--- config.mk ---
export PLATFORM = sky130hd
export DESIGN_NAME = register_file_sb_flat
export DESIGN_NICKNAME = d
export VERILOG_FILES = /design/src/rtl/register_file_sb_if.sv /design/src/rtl/register_file_sb.sv /design/src/flat_wrapper.sv
export SDC_FILE = /design/constraint.sdc
export NUM_CORES = 2
export LEC_CHECK = 0
export CAP_MARGIN = 20
export CORE_MARGIN = 4
export CORE_UTILIZATION = 55
export CTS_CLUSTER_DIAMETER = 150
export CTS_CLUSTER_SIZE = 16
export DETAILED_ROUTE_END_ITERATION = 8
export PLACE_DENSITY = 0.78
export SLEW_MARGIN = 10
export SYNTH_ARGS = -nofsm -noshare
export SYNTH_HDL_FRONTEND = slang
export SYNTH_SLANG_ARGS = --single-unit
export TNS_END_PERCENT = 20
--- constraint.sdc ---
create_clock -name clk -period 31.6 [get_ports clk]
set_input_delay 3.16 -clock clk [delete_from_list [all_inputs] [get_ports clk]]
set_output_delay 3.16 -clock clk [all_outputs]
set_load 0.01 [all_outputs]
--- src/rtl/register_file_sb_if.sv ---
// Decode/writeback side of the RV32I register file: read ports, write port,
// scoreboard set/flush and the busy count.
interface register_file_sb_if #(
    parameter int XLEN         = 32,
    parameter int NUM_REGS     = 32,
    parameter int NUM_RD_PORTS = 2
);
    localparam int AW = $clog2(NUM_REGS);
    localparam int CW = $clog2(NUM_REGS + 1);

    logic                         wr_en;
    logic [AW-1:0]                wr_addr;
    logic [XLEN-1:0]              wr_data;
    logic [NUM_RD_PORTS*AW-1:0]   rd_addr;
    logic [NUM_RD_PORTS*XLEN-1:0] rd_data;
    logic [NUM_RD_PORTS-1:0]      rd_busy;
    logic                         sb_set_en;
    logic [AW-1:0]                sb_set_addr;
    logic                         sb_flush;
    logic [CW-1:0]                busy_count;

    modport master (
        output wr_en, wr_addr, wr_data, rd_addr, sb_set_en, sb_set_addr, sb_flush,
        input  rd_data, rd_busy, busy_count
    );

    modport slave (
        input  wr_en, wr_addr, wr_data, rd_addr, sb_set_en, sb_set_addr, sb_flush,
        output rd_data, rd_busy, busy_count
    );
endinterface

--- src/rtl/register_file_sb.sv ---
// Integer register file with per-register busy scoreboard, write-to-read
// bypass and an optional registered read stage.

// One read port: address qualification, bypass mux and optional output stage.
module register_file_sb_rdport #(
    parameter int XLEN     = 32,
    parameter int NUM_REGS = 32,
    parameter int BYPASS   = 1,
    parameter int READ_REG = 0,
    parameter int AW       = $clog2(NUM_REGS)
) (
    input  logic                               clk,
    input  logic                               rst,
    input  logic [AW-1:0]                      addr,
    input  logic [NUM_REGS-1:0][XLEN-1:0]      regs,
    input  logic [NUM_REGS-1:0]                busy,
    input  logic                               wr_en,
    input  logic [AW-1:0]                      wr_addr,
    input  logic [XLEN-1:0]                    wr_data,
    output logic [XLEN-1:0]                    rd_data,
    output logic                               rd_busy
);
    localparam logic [AW:0] NREG = (AW+1)'(NUM_REGS);

    logic            in_rng;
    logic            hit;
    logic [XLEN-1:0] val;
    logic            bsy;

    assign in_rng = (addr != '0) && ({1'b0, addr} < NREG);
    assign hit    = (BYPASS != 0) && wr_en && (wr_addr == addr);

    // The retiring value is forwarded, so its pending producer no longer stalls.
    always_comb begin
        val = '0;
        bsy = 1'b0;
        if (in_rng) begin
            val = hit ? wr_data : regs[addr];
            bsy = busy[addr] && !hit;
        end
    end

    if (READ_REG != 0) begin : g_reg
        always_ff @(posedge clk or posedge rst) begin
            if (rst) begin
                rd_data <= '0;
                rd_busy <= 1'b0;
            end else begin
                rd_data <= val;
                rd_busy <= bsy;
            end
        end
    end else begin : g_comb
        wire unused_clk_rst = &{1'b0, clk, rst};
        assign rd_data = val;
        assign rd_busy = bsy;
    end
endmodule

module register_file_sb #(
    parameter int XLEN         = 32,
    parameter int NUM_REGS     = 32,
    parameter int NUM_RD_PORTS = 2,
    parameter int BYPASS       = 1,
    parameter int READ_REG     = 0
) (
    input  logic           clk,
    input  logic           rst,
    register_file_sb_if.slave bus
);
    localparam int          AW   = $clog2(NUM_REGS);
    localparam int          CW   = $clog2(NUM_REGS + 1);
    localparam logic [AW:0] NREG = (AW+1)'(NUM_REGS);

    logic [NUM_REGS-1:0][XLEN-1:0]     regs;
    logic [NUM_REGS-1:0]               busy;
    logic [NUM_REGS-1:0]               busy_nxt;
    logic [CW-1:0]                     cnt_nxt;
    logic [CW-1:0]                     cnt_q;
    logic                              wr_ok;
    logic                              set_ok;
    logic [NUM_RD_PORTS-1:0][XLEN-1:0] rd_q;
    logic [NUM_RD_PORTS-1:0]           bsy_q;

    // x0 and out-of-range addresses never hold state.
    assign wr_ok  = bus.wr_en && (bus.wr_addr != '0) && ({1'b0, bus.wr_addr} < NREG);
    assign set_ok = bus.sb_set_en && (bus.sb_set_addr != '0) &&
                    ({1'b0, bus.sb_set_addr} < NREG);

    always_ff @(posedge clk or posedge rst) begin
        if (rst)        regs <= '0;
        else if (wr_ok) regs[bus.wr_addr] <= bus.wr_data;
    end

    // Flush beats set beats clear; a new producer supersedes the retiring one.
    always_comb begin
        busy_nxt = busy;
        if (bus.sb_flush) begin
            busy_nxt = '0;
        end else begin
            if (wr_ok)  busy_nxt[bus.wr_addr]     = 1'b0;
            if (set_ok) busy_nxt[bus.sb_set_addr] = 1'b1;
        end
        busy_nxt[0] = 1'b0;
    end

    always_comb begin
        cnt_nxt = '0;
        for (int r = 1; r < NUM_REGS; r++) cnt_nxt = cnt_nxt + CW'(busy_nxt[r]);
    end

    // Counting next-state keeps busy_count aligned with the busy bits it reports.
    always_ff @(posedge clk or posedge rst) begin
        if (rst) begin
            busy  <= '0;
            cnt_q <= '0;
        end else begin
            busy  <= busy_nxt;
            cnt_q <= cnt_nxt;
        end
    end

    for (genvar p = 0; p < NUM_RD_PORTS; p++) begin : g_rd
        register_file_sb_rdport #(
            .XLEN(XLEN), .NUM_REGS(NUM_REGS), .BYPASS(BYPASS), .READ_REG(READ_REG), .AW(AW)
        ) u_rd (
            .clk     (clk),
            .rst     (rst),
            .addr    (bus.rd_addr[p*AW +: AW]),
            .regs    (regs),
            .busy    (busy),
            .wr_en   (bus.wr_en),
            .wr_addr (bus.wr_addr),
            .wr_data (bus.wr_data),
            .rd_data (rd_q[p]),
            .rd_busy (bsy_q[p])
        );
    end

    assign bus.rd_data    = rd_q;
    assign bus.rd_busy    = bsy_q;
    assign bus.busy_count = cnt_q;
endmodule

--- src/flat_wrapper.sv ---
// flat-port wrapper written by rule: the top's interface ports become plain ports
module register_file_sb_flat 
#(
    parameter int XLEN         = 32,
    parameter int NUM_REGS     = 32,
    parameter int NUM_RD_PORTS = 2,
    parameter int BYPASS       = 1,
    parameter int READ_REG     = 0
)
  (clk, rst, bus_wr_en, bus_wr_addr, bus_wr_data, bus_rd_addr, bus_sb_set_en, bus_sb_set_addr, bus_sb_flush, bus_rd_data, bus_rd_busy, bus_busy_count);
  register_file_sb_if #(.XLEN(XLEN), .NUM_REGS(NUM_REGS), .NUM_RD_PORTS(NUM_RD_PORTS)) bus_i ();
  input  logic clk;
  input  logic rst;
  input wire logic [$bits(bus_i.wr_en)-1:0] bus_wr_en;
  input wire logic [$bits(bus_i.wr_addr)-1:0] bus_wr_addr;
  input wire logic [$bits(bus_i.wr_data)-1:0] bus_wr_data;
  input wire logic [$bits(bus_i.rd_addr)-1:0] bus_rd_addr;
  input wire logic [$bits(bus_i.sb_set_en)-1:0] bus_sb_set_en;
  input wire logic [$bits(bus_i.sb_set_addr)-1:0] bus_sb_set_addr;
  input wire logic [$bits(bus_i.sb_flush)-1:0] bus_sb_flush;
  output wire logic [$bits(bus_i.rd_data)-1:0] bus_rd_data;
  output wire logic [$bits(bus_i.rd_busy)-1:0] bus_rd_busy;
  output wire logic [$bits(bus_i.busy_count)-1:0] bus_busy_count;
  assign bus_i.wr_en = bus_wr_en;
  assign bus_i.wr_addr = bus_wr_addr;
  assign bus_i.wr_data = bus_wr_data;
  assign bus_i.rd_addr = bus_rd_addr;
  assign bus_i.sb_set_en = bus_sb_set_en;
  assign bus_i.sb_set_addr = bus_sb_set_addr;
  assign bus_i.sb_flush = bus_sb_flush;
  assign bus_rd_data = bus_i.rd_data;
  assign bus_rd_busy = bus_i.rd_busy;
  assign bus_busy_count = bus_i.busy_count;
  register_file_sb #(.XLEN(XLEN), .NUM_REGS(NUM_REGS), .NUM_RD_PORTS(NUM_RD_PORTS), .BYPASS(BYPASS), .READ_REG(READ_REG)) u_core (.clk(clk), .rst(rst), .bus(bus_i));
endmodule
==> metrics.cfg <==
[outcome]
status=complete, no violations

[critical_path]
critPathMaxFanout=61
critPathKind=input pin to output port
rrSetupSlack_ns=26.43
worstPathRequired_ns=28.44
cp-end-kind=output port
start_kind=input pin
crit_arrival_ns=8.11

[sta]
period_minus_slack_ns=11.27
finalCritPeriodShare_pct=35.7
drv_slew=0
finalHoldViolCount=0
relSlewSlack_pct=15.2
setup_tns_ns=0
finalSetupViolCount=0
fmax_mhz=88.8
rsz0062_at_grt=no
worstMarginPinSlew_ns=1.26
clock_skew_ns=0.0228

[routing]
ant_nets=0
routed_wl_um=179000
drt_iter0_markers=4738
viasPerCell=7.23
drc=0
firstDrtPassIters=5
wire_per_inst_um=33.3
dr_total_vias=39000

[power]
p_int_w=0.00254
power_frac_comb_pct=22.9
power_density_nw_per_um2=57.0
switching_power_w=0.00101
seqPwrFrac_pct=50.7
swShare_pct=28.4
clkPwrFrac_pct=26.4
max-vdd-ir-drop_mv=0.0462
total_leakage_power_nw=26.9

[die]
fp.dieW_um=333
die_h_um=333
core_area_um2=105000
initial_utilization_pct=55.3
die-area_um2=111000
num_rows=119
ios=129

[synth]
yosys.area.top_type=dfrtp_1
synth_top_family_by_area=multiplexers
ys_seq_area_share_pct=45.7
synth_area_leaders=dfrtp_1 46%, mux2_2 21%, mux4_2 16%, mux2i_1 2.3%, o22ai_1 1.3%
yosysTopAreaCellShare_pct=45.7
synth-xor-area-share_pct=0.196
synth_fa_ha_area_share_pct=0.986
async_flop_share_pct=100
synthMuxAreaShare_pct=40.6
syn_inst=4119
ys_ff_latch=1061
ys.flop_type=dfrtp_1
synth_area_um2=58100
synthesis.nets=4208
synth-compound-area-share_pct=4.74
synthSimpleGateAreaFrac_pct=3.73
synth.avg_cell_area_um2=14.1
yosysUniqueCellTypes=65
synth_edf_count=0
ys_warn_count=0

[final_layout]
area_growth_pct=7.02
nNetsFinal=4075
layoutNonFillerInstCount=5389
drive_gt1_share_pct=44.8
final_core_util_pct=59.2

[grt]
grt_util_all_layers_pct=32.1
antenna_found_initial=10
grt_pass1_wl_um=266000
grt_start_max_net_pins=189
grt_overflow=0
grt_pass1_vias=39800

[place]
dpl.hpwl_um=101000
gp_congestion=0.850
io_buffers=128
dpl.cell_count=5287

[clock_tree]
cts-root-buf=clkbuf_16
cts.htree.levels=3
clk_pin_slew_ns=0.07
clock_latency_ns=0.70
cts_buffers=76
clockBufferDepth=3
cts_tree=built
postCtsSetupBuffers=0
cts_sinks=1061
cts_hold_buf=0
ctsResizeCount=0

[job]
maxCapViolations=0

[hold_path]
hold_path.class=register to register

[Yosys cell counts, types with 6 or more instances]
cell and number:
a211o_1 14, a221o_1 13, o221ai_1 10, buf_6 19, buf_4 41, a31oi_1 12
fa_1 23, dfrtp_1 1061, mux4_2 423, a32o_1 13, clkbuf_1 200, nor3_1 79
a211oi_1 18, a21o_1 18, nand4_1 6, a221oi_1 26, ha_1 9, o22ai_1 121
and3_1 11, mux2_2 1098, nor2_1 119, nor3b_1 7, a22oi_1 41, mux2i_1 131
nor4_1 21, mux4_1 15, buf_2 135, xnor2_1 9, nand3_1 23, nor2b_1 10
nand2b_1 18, inv_1 46, nand2_1 115, a21oi_1 26, buf_1 55, a22o_1 13
o21ai_0 62
[routing by layer]
layer  GRT usage [%]  part of all wire [%]
met1            42.9                    38
met2            49.4                    46
met3            8.15                    11
met4            15.8                   5.8
met5           0.340                 0.050
[registers in the layout, summed over array words and instances, names as in the netlist]
signal                 count
u_core.bus.busy_count      6
u_core.regs             1024
u_core.busy               31
[cell usage in the layout (no fill, tap or decap), types with 15 or more instances in the layout]
cell,Yosys,routed
mux2i_1,131,131
a221oi_1,26,26
mux4_1,15,15
o21ai_0,62,62
fa_1,23,23
inv_1,46,45
nand2_1,115,100
mux2_2,1098,1098
nor4_1,21,21
nor3_1,79,78
a22oi_1,41,41
buf_4,41,101
nor2_1,119,104
clkdlybuf4s50_1,0,118
a21oi_1,26,26
dfrtp_1,1061,1061
a21o_1,18,18
a211oi_1,18,18
nand3_1,23,23
mux4_2,423,423
clkbuf_16,0,78
o22ai_1,121,121
nand2_2,0,15
[metrics by stage]
step / cell area [um2] / setup WS (ns) / hold WS, ns / power (W)
3_3_place_gp: 59900 / 20.27 / 0.377 / 0.00257
6_report: 62200 / 20.33 / 0.397 / 0.00354
5_1_grt: 62200 / 19.94 / 0.406 / 0.00368
3_5_place_dp: 60000 / 20.27 / 0.380 / 0.00261
4_1_cts: 62000 / 20.26 / 0.400 / 0.00353
2_1_floorplan: 58100 / 13.81 / 0.438 / 0.00239
[final timing paths]
check                           startpoint                  endpoint  cells past startpoint
max                         bus_rd_addr[5]           bus_rd_data[44]                     10
min                        u_core.regs[25]           u_core.regs[25]                      0
max reg2reg                 u_core.busy[2]  u_core.bus.busy_count[4]                     18
min reg2reg                u_core.regs[25]           u_core.regs[25]                      0
max in group asynchronous              rst          u_core.regs[589]                      5
min in group asynchronous              rst           u_core.busy[12]                      2
[cell families (layout without fill, tap and decap cells)]
logic type	after synthesis	count (layout)
mux	1667	1667
simple gates	446	446
xor+xnor	13	13
fa+ha+maj	32	32
buf+inv	502	375
other cells	0	6
flops	1061	1061
compound gates	398	398
[power groups by stage]
stage / Sequential (W) / Combinational [W] / Clock, W
after floorplan: 0.00175 / 0.000634 / 0
after global placement: 0.00179 / 0.000777 / 0
after detailed placement: 0.00181 / 0.000801 / 0
after CTS: 0.00178 / 0.000805 / 0.000946
after global routing: 0.00182 / 0.000868 / 0.000993
final: 0.00180 / 0.000812 / 0.000937
[critical path: stages]
cell and delay, ns:
buf_8 0.49, buf_4 0.79, buf_4 0.76, buf_4 0.89
mux4_2 0.61, nand2_1 0.08, and3_1 0.18, a21oi_1 0.07
a221o_1 0.46, clkdlybuf4s50_1 0.52
[cell type report]
type                       instances  area [um2]
inverter                          47         181
antenna                            6        15.0
clock inverter                     6        96.3
fill                            7997       42900
clock buffer                      78        1950
tap                             1391        1740
sequential                      1061       26600
timing repair buffer             244        2310
multi-input combinational       2556       29400
Note: power is estimated with default switching activity, not from simulation.
